<file path="config.mk">
export PLATFORM = sky130hd
export DESIGN_NAME = uart_rx_fifo
export DESIGN_NICKNAME = d
export VERILOG_FILES = /design/src/rtl/uart_rx_fifo.sv
export SDC_FILE = /design/constraint.sdc
export NUM_CORES = 1
export LEC_CHECK = 0
export CORE_ASPECT_RATIO = 0.6
export CORE_MARGIN = 2
export CORE_UTILIZATION = 40
export CTS_CLUSTER_DIAMETER = 40
export DETAILED_ROUTE_END_ITERATION = 12
export GPL_TIMING_DRIVEN = 0
export SKIP_LAST_GASP = 1
export SYNTH_ARGS = -nofsm -noshare
export SYNTH_HDL_FRONTEND = slang
export SYNTH_SLANG_ARGS = --single-unit
</file>
<file path="constraint.sdc">
create_clock -name clock -period 8.8 [get_ports clock]
set_clock_uncertainty 0.2 [all_clocks]
set_input_delay 1.32 -clock clock [delete_from_list [all_inputs] [get_ports clock]]
set_output_delay 1.32 -clock clock [all_outputs]
set_load 0.1 [all_outputs]
</file>
<file path="src/rtl/uart_rx_fifo.sv">
// uart_rx_fifo: 8N1 UART receiver (mid-bit sampling) feeding a small valid/ready receive FIFO.
// Optional build macro UART_RX_PARITY_EN inserts an even-parity bit between data and stop.
module uart_rx_fifo #(
  parameter int CLKS_PER_BIT = 868,
  parameter int FIFO_DEPTH   = 8
) (
  input  logic       clock,
  input  logic       reset,
  input  logic       rx,
  output logic [7:0] out_data,
  output logic       out_valid,
  input  logic       out_ready,
  output logic       frame_err,
  output logic       overrun,
  output logic       rx_busy
);
  localparam int CW = $clog2(CLKS_PER_BIT);
  localparam int AW = $clog2(FIFO_DEPTH);
  localparam logic [CW-1:0] HALF_M1  = CW'(CLKS_PER_BIT / 2 - 1);
  localparam logic [CW-1:0] FULL_M1  = CW'(CLKS_PER_BIT - 1);
  localparam logic [CW-1:0] CNT_ZERO = {CW{1'b0}};
  localparam logic [CW-1:0] CNT_ONE  = CW'(1);
  localparam logic [AW:0]   PTR_ONE  = (AW + 1)'(1);

  typedef enum logic [2:0] {
    S_IDLE   = 3'd0,
    S_START  = 3'd1,
    S_DATA   = 3'd2,
    S_PARITY = 3'd3,
    S_STOP   = 3'd4,
    S_BREAK  = 3'd5
  } state_t;

`ifdef UART_RX_PARITY_EN
  function automatic logic even_parity_ok(input logic [7:0] data, input logic par);
    return ((^data) ^ par) == 1'b0;
  endfunction
`endif

  logic          sync1_q, sync2_q;
  state_t        state_q, state_d;
  logic [CW-1:0] cnt_q, cnt_d;
  logic [2:0]    bit_q, bit_d;
  logic [7:0]    shift_q, shift_d;
  logic          push_s, frame_err_s;
`ifdef UART_RX_PARITY_EN
  logic          par_q, par_d;
`endif

  // Two-flop synchroniser; idles high so reset never looks like a start bit.
  always_ff @(posedge clock) begin
    if (reset) begin
      sync1_q <= 1'b1;
      sync2_q <= 1'b1;
    end else begin
      sync1_q <= rx;
      sync2_q <= sync1_q;
    end
  end

  // Receiver state, counters and shift register.
  always_ff @(posedge clock) begin
    if (reset) begin
      state_q <= S_IDLE;
      cnt_q   <= CNT_ZERO;
      bit_q   <= 3'd0;
      shift_q <= 8'h00;
`ifdef UART_RX_PARITY_EN
      par_q   <= 1'b0;
`endif
    end else begin
      state_q <= state_d;
      cnt_q   <= cnt_d;
      bit_q   <= bit_d;
      shift_q <= shift_d;
`ifdef UART_RX_PARITY_EN
      par_q   <= par_d;
`endif
    end
  end

  // Next-state logic; cnt restarts on every sample so each wait is a fixed count.
  always_comb begin
    state_d     = state_q;
    cnt_d       = cnt_q + CNT_ONE;
    bit_d       = bit_q;
    shift_d     = shift_q;
    push_s      = 1'b0;
    frame_err_s = 1'b0;
`ifdef UART_RX_PARITY_EN
    par_d       = par_q;
`endif
    case (state_q)
      S_IDLE: begin
        cnt_d = CNT_ZERO;
        if (!sync2_q) state_d = S_START;
        else          state_d = S_IDLE;
      end
      S_START: begin
        if (cnt_q == HALF_M1) begin
          cnt_d = CNT_ZERO;
          bit_d = 3'd0;
          if (sync2_q) state_d = S_IDLE;
          else         state_d = S_DATA;
        end else begin
          state_d = S_START;
        end
      end
      S_DATA: begin
        if (cnt_q == FULL_M1) begin
          cnt_d   = CNT_ZERO;
          shift_d = {sync2_q, shift_q[7:1]};
          bit_d   = bit_q + 3'd1;
`ifdef UART_RX_PARITY_EN
          if (bit_q == 3'd7) state_d = S_PARITY;
          else               state_d = S_DATA;
`else
          if (bit_q == 3'd7) state_d = S_STOP;
          else               state_d = S_DATA;
`endif
        end else begin
          state_d = S_DATA;
        end
      end
`ifdef UART_RX_PARITY_EN
      S_PARITY: begin
        if (cnt_q == FULL_M1) begin
          cnt_d   = CNT_ZERO;
          par_d   = sync2_q;
          state_d = S_STOP;
        end else begin
          state_d = S_PARITY;
        end
      end
`endif
      S_STOP: begin
        if (cnt_q == FULL_M1) begin
          cnt_d = CNT_ZERO;
          if (sync2_q) begin
`ifdef UART_RX_PARITY_EN
            if (even_parity_ok(shift_q, par_q)) push_s = 1'b1;
            else                                frame_err_s = 1'b1;
`else
            push_s = 1'b1;
`endif
            state_d = S_IDLE;
          end else begin
            frame_err_s = 1'b1;
            state_d     = S_BREAK;
          end
        end else begin
          state_d = S_STOP;
        end
      end
      S_BREAK: begin
        cnt_d = CNT_ZERO;
        if (sync2_q) state_d = S_IDLE;
        else         state_d = S_BREAK;
      end
      default: begin
        cnt_d   = CNT_ZERO;
        state_d = S_IDLE;
      end
    endcase
  end

  logic [7:0]  mem_q [FIFO_DEPTH];
  logic [AW:0] wr_ptr_q, rd_ptr_q;
  logic        empty_s, full_s, pop_s, wr_en_s;

  // A full FIFO still takes a push when the head leaves in the same cycle.
  assign empty_s = (wr_ptr_q == rd_ptr_q);
  assign full_s  = (wr_ptr_q[AW-1:0] == rd_ptr_q[AW-1:0]) && (wr_ptr_q[AW] != rd_ptr_q[AW]);
  assign pop_s   = ~empty_s & out_ready;
  assign wr_en_s = push_s & (~full_s | pop_s);

  // FIFO pointers.
  always_ff @(posedge clock) begin
    if (reset) begin
      wr_ptr_q <= {(AW + 1){1'b0}};
      rd_ptr_q <= {(AW + 1){1'b0}};
    end else begin
      if (wr_en_s) wr_ptr_q <= wr_ptr_q + PTR_ONE;
      if (pop_s)   rd_ptr_q <= rd_ptr_q + PTR_ONE;
    end
  end

  // FIFO storage; contents are meaningless while empty so no reset is needed.
  always_ff @(posedge clock) begin
    if (wr_en_s) mem_q[wr_ptr_q[AW-1:0]] <= shift_q;
  end

  assign out_data  = mem_q[rd_ptr_q[AW-1:0]];
  assign out_valid = ~empty_s;
  assign frame_err = frame_err_s;
  assign overrun   = push_s & full_s & ~pop_s;
  assign rx_busy   = (state_q != S_IDLE);

endmodule

</file>
Word-level counts from Yosys, hierarchy flattened
Memories as Yosys holds them, arrays and structs flattened. A register that Yosys moved wholly into a read port is not among the register bits.
Cells that the tools add are included.
{"block": "word_totals", "output_inout_bits": 12, "inputBits": 4, "ram_bits": 64, "n_memories": 1, "register_bits": 34}
{"block": "op_classes", "n_reduce_logical": 7, "n_mux": 24, "addsub": 4, "eq_ne": 12, "bitwise_logic": 8}
{"memory": "mem_q", "words": 8, "width": 8, "read_ports": 1, "rd_clocked_by_memory_dff": 1, "write_ports": 1, "line": "167", "rtl": "logic [7:0] mem_q [FIFO_DEPTH];"}
{"op": "3-bit two-way mux", "n": 9}
{"op": "10-bit two-way mux", "n": 2}
{"op": "10-bit case mux with 2 select lines", "n": 1}
{"op": "3-bit case mux with 5 select lines", "n": 1}
{"op": "10-bit by 1-bit adder with 10-bit output, second input constant", "n": 1}
{"op": "10-bit equality test, second input constant", "n": 1}
{"op": "10-bit by 9-bit equality test with 1-bit output, second input constant", "n": 1}
{"op": "3-bit equality test, second input constant", "n": 3}
{"op": "1-bit two-way mux", "n": 9}
{"op": "4-bit by 1-bit adder with 4-bit output, second input constant", "n": 2}
{"op": "3-bit case mux with 2 select lines", "n": 1}
{"op": "1-bit bitwise AND", "n": 4}
{"op": "4-bit equality test", "n": 1}
{"op": "2-bit inequality test, second input constant", "n": 2}
{"op": "3-bit by 1-bit adder with 3-bit output, second input constant", "n": 1}
{"op": "3-bit by 1-bit equality test with 1-bit output, second input constant", "n": 1}
{"op": "3-bit by 2-bit equality test with 1-bit output, second input constant", "n": 1}
{"op": "3-bit equality test", "n": 1}
{"op": "3-bit logical NOT", "n": 1}
{"op": "1-bit NOT", "n": 3}
{"op": "3-bit AND reduction", "n": 1}
{"op": "3-bit nonzero test", "n": 1}
{"op": "2-bit two-way mux", "n": 1}
{"op": "2-bit AND reduction", "n": 1}
{"op": "5 further kinds", "n": 5}

Depth between registers and ports, before layout
{"block": "logic_depth", "word_depth": 7, "mapped_depth": 6, "ltp_nobuf": 6}

Worst setup path before layout
Ideal clock, no wire load.
{"block": "synth_timing", "path_kind": "register to output", "start": "register state_q[0]", "end": "output port frame_err", "arrival_ns": 3.855, "required_ns": 7.280, "path_slack_ns": 3.425, "path_buffers": 1, "path_stages_with_launch": 4, "path_cell_list": "dfxtp_1 > clkbuf_1 > or4b_1 > nor4_1"}
{"block": "synth_between", "elab_chain_cells": 2}
{"element": "from (decl)", "line": "41", "rtl": "state_t state_q, state_d;"}
{"element": "from (signal assigned)", "line": "72", "rtl": "state_q <= state_d;"}
{"element": "3-bit equality test", "line": "93", "rtl": "case (state_q)"}
{"element": "1-bit two-way mux", "line": "93"}
{"element": "to (decl)", "line": "13", "rtl": "output logic frame_err,"}
Every way passes these cells.

Worst setup path in the final report
{"block": "layout_timing", "start": "input port out_ready", "end": "output port overrun"}
{"block": "layout_between", "elab_chain_cells": 3}
{"element": "from (decl)", "line": "12", "rtl": "input logic out_ready,"}
{"element": "1-bit bitwise AND", "line": "174", "rtl": "assign pop_s = ~empty_s & out_ready;"}
{"element": "1-bit NOT", "line": "196", "rtl": "assign overrun = push_s & full_s & ~pop_s;"}
{"element": "1-bit bitwise AND", "line": "196"}
{"element": "to (decl)", "line": "14", "rtl": "output logic overrun,"}
Every way passes these cells.

==> impl_metrics.tcl <==
set metrics [dict create \
    outcome "finished clean" \
    postLayoutCellArea_sq_mm 0.00501 \
    drcViolationCount 0 \
    detailedRoute.firstIterationViolations 200 \
    power.share.switching_pct 20.2 \
    layout.filler_cells 892 \
    dp_slack_ps 3740 \
    core_sq_mm 0.0105 \
    area_growth_syn_to_layout_pct 16.9 \
    slew_violations 0 \
    area_of_all_sequential_standard_cells_sq_mm 0.00266 \
    layout.core_utilization_pct 47.8 \
    sequentialPowerShare_pct 54.8 \
    critPathCaptureType "output pin" \
    tot_gr_track_use_pct 16.2 \
    ir_worst_vdd_mv 0.107 \
    multi_input_gate_area_sq_mm 0.00156 \
    final_critical_path_setup_slack_ps 3720 \
    r2r.worst_path.cells 5 \
    detailed_place_hpwl_um 5920 \
    worst_case_hold_slack_ps 209 \
    n_antenna_cell 0 \
    edff_count_synth 64 \
    synth.cell_area_sq_mm 0.00428 \
    clkLatencyLatePin_ps 340 \
    syn_inst 302 \
    final_weighted_congestion_of_routability_driven_global_placement 0.816 \
    synth.ff_latch_count 101 \
    finalWorstPathRequiredPeriod_ps 5080 \
    floorplan.die_area_sq_mm 0.0116 \
    hold_class "reg -> reg" \
    tns_ps 0 \
    dominant_combinational_cell_family_by_area_after_synthesis "multiplexers" \
    post-layout-total-power_mw 0.910 \
    final_setup_fails 0 \
    grt_setup_unrepaired "false" \
    fp.dieH_um 84.1 \
    max_freq_mhz 197 \
    max-clock-path-buffers 2 \
    io_pins 16 \
    worst_slew_pin_slew_ps 993 \
    synth_simple_gate_area_share_pct 13.1 \
    synth_async_sr_flop_share_pct 0 \
    route.detailed.vias_per_inst 5.21 \
    yosys_warnings 0 \
    critPathLaunchType "input port" \
    first_pass_grt_wire_length_um 13600 \
    average_cell_area_after_synthesis_sq_um 14.2 \
    clock_tree_from_tritoncts "done" \
    post-route-period-util_pct 57.7 \
    synth_mux_area_share_pct 14.3 \
    yosys.area_share.adder_pct 1.75 \
    switchingPower_mw 0.184 \
    drive_above_1_share_pct 20.9 \
    antenna_violations_before_repair 0 \
    cell_internal_pwr_mw 0.726 \
    grt_start_max_net_pins 19 \
    synth-xor-area-share_pct 3.07 \
    syn_nets 312 \
    route.vias.total 2494 \
    dpl.cell_count 462 \
    floorplan.rows 29 \
    ys_seq_area_share_pct 62.2 \
    tritoncts_num_sinks 101 \
    postSynth.topFlopCell "sky130_fd_sc_hd__edfxtp_1" \
    data_required_time_of_the_critical_path_ps 7280 \
    placedInstanceArea_sq_mm 0.00469 \
    post-cts-setup-buffers 0 \
    critical_path_peak_fanout 5 \
    drt.antenna.violating_nets 0 \
    max_cap_viol_count 0 \
    pwr-share-comb_pct 1.2 \
    port-buffer-count 15 \
    wirelength_um 8490 \
    postCtsHoldBufs 0 \
    timing.max_slew.rel_slack_pct 33.5 \
    post_cts_resize_count 0 \
    first_pass_iters 4 \
    vias_in_the_first_global_route 2398 \
    synth_unique_cells 49 \
    worstHoldPathCells 1 \
    p_leak_nw 1.63 \
    hold_violations 0 \
    cts_buffers 9 \
    clock_power_share_pct 44.0 \
    nNetsFinal 345 \
    chipWidth_um 138 \
    route.detailed.wl_per_inst_um 17.7 \
    pwr_density_cell_mw_per_mm2 182 \
    cts.clk_slew.worst_paths_ps 70 \
    synth_area_in_compound_gates_pct 3.24 \
    crit_type "in -> out" \
    h-tree-depth 3 \
    grt.overflow.total 0 \
    worstPathArrival_ps 3560 \
    ctsRootBufferMaster "sky130_fd_sc_hd__clkbuf_16" \
    starting_density_of_the_core_pct 40.8 \
    final_instance_count_without_filler_cells 479 \
]
==> critical path, stage by stage <==
cell,delay (ps)
sky130_fd_sc_hd__clkdlybuf4s50_1,470
sky130_fd_sc_hd__nor2_1,280
sky130_fd_sc_hd__nand2_1,90
sky130_fd_sc_hd__nor3_1,230
sky130_fd_sc_hd__clkdlybuf4s50_1,1170
==> cells by family after synthesis <==
logic type | count (synthesis)
flip-flops | 101
XOR/XNOR | 15
adder cells (fa/ha/maj) | 6
multiplexers | 40
AND/OR/NAND/NOR | 99
buffers and inverters | 23
AO/OA/AOI/OAI | 18
==> metal layers <==
| metal | track usage, % | wire length (um) | up-vias |
|---|---|---|---|
| met5 | 0 | 0 | - |
| met4 | 5.34 | 108 | 0 |
| met3 | 4.41 | 434 | 7 |
| met2 | 21.5 | 3640 | 65 |
| met1 | 25.3 | 4300 | 1205 |
| li1 | - | - | 1217 |
==> final cells by class <==
class | instances | area share [%]
clock buffers | 9 | 4.50
flip-flops and latches | 101 | 53.2
multi-input cells | 178 | 31.2
clock inverters | 7 | 1.62
plain buffers | 15 | 1.37
repair buffers | 22 | 4.05
well taps | 139 | 3.47
inverters | 8 | 0.600
==> path summary, 6_finish.rpt <==
path | start | to | slack (ps)
worst max-delay path | out_ready | overrun | 3720
worst min-delay path | sync1_q | sync2_q | 210
worst max register to register | state_q[0] | mem_q[7][0] | 5680
worst min register to register | sync1_q | sync2_q | 210
==> state kept, by name, indices dropped and copies added (netlist names), named ones only <==
register	cells
bit_q	3
cnt_q	10
mem_q	64
rd_ptr_q	4
shift_q	8
state_q	3
sync1_q	1
sync2_q	1
wr_ptr_q	4
==> cells in the mapped netlist (2+ instances only) <==
master,count,share of area (%)
sky130_fd_sc_hd__edfxtp_1,64,45
sky130_fd_sc_hd__dfxtp_1,37,17
sky130_fd_sc_hd__nor2_1,29,2.5
sky130_fd_sc_hd__mux4_2,16,8.4
sky130_fd_sc_hd__mux2i_1,13,3.0
sky130_fd_sc_hd__mux2_2,11,2.9
sky130_fd_sc_hd__nand2_1,11,0.96
sky130_fd_sc_hd__xor2_1,11,2.3
sky130_fd_sc_hd__clkbuf_1,8,0.70
sky130_fd_sc_hd__inv_1,8,0.70
sky130_fd_sc_hd__nand2b_1,7,1.0
sky130_fd_sc_hd__ha_1,6,1.8
sky130_fd_sc_hd__nand3_1,6,0.70
sky130_fd_sc_hd__nand4_1,6,0.88
sky130_fd_sc_hd__nor3_1,6,0.70
sky130_fd_sc_hd__nor4_1,5,0.73
sky130_fd_sc_hd__a211oi_1,4,0.70
sky130_fd_sc_hd__or2_2,4,0.58
sky130_fd_sc_hd__or3_1,4,0.58
sky130_fd_sc_hd__xnor2_1,4,0.82
sky130_fd_sc_hd__buf_2,3,0.35
sky130_fd_sc_hd__nand4b_1,3,0.61
sky130_fd_sc_hd__nor2b_1,3,0.44
sky130_fd_sc_hd__o21ai_0,3,0.35
sky130_fd_sc_hd__a21oi_1,2,0.23
sky130_fd_sc_hd__and2_1,2,0.29
sky130_fd_sc_hd__buf_1,2,0.18
sky130_fd_sc_hd__nor3b_1,2,0.35
sky130_fd_sc_hd__nor4b_1,2,0.41
==> power groups by stage <==
stage / Sequential, mW / Combinational (mW) / Clock [mW]
3_3_place_gp: 0.509 / 0.0110 / 0
6_report: 0.499 / 0.0111 / 0.400
5_1_grt: 0.499 / 0.0121 / 0.431
2_1_floorplan: 0.509 / 0.00684 / 0
3_5_place_dp: 0.509 / 0.0111 / 0
4_1_cts: 0.499 / 0.0111 / 0.409
==> cells in the final DEF, fill, tap and decap left out, drive strengths merged, types with 7 or more instances in the layout <==
master and n:
nand2 11, nor2 29, dfxtp 37, mux2i 13, inv 11, nand2b 7
clkbuf 19, buf 12, xor2 11, edfxtp 64, clkdlybuf4s50 15, mux4 16
mux2 11
Note: power is estimated with default switching activity, not from simulation.
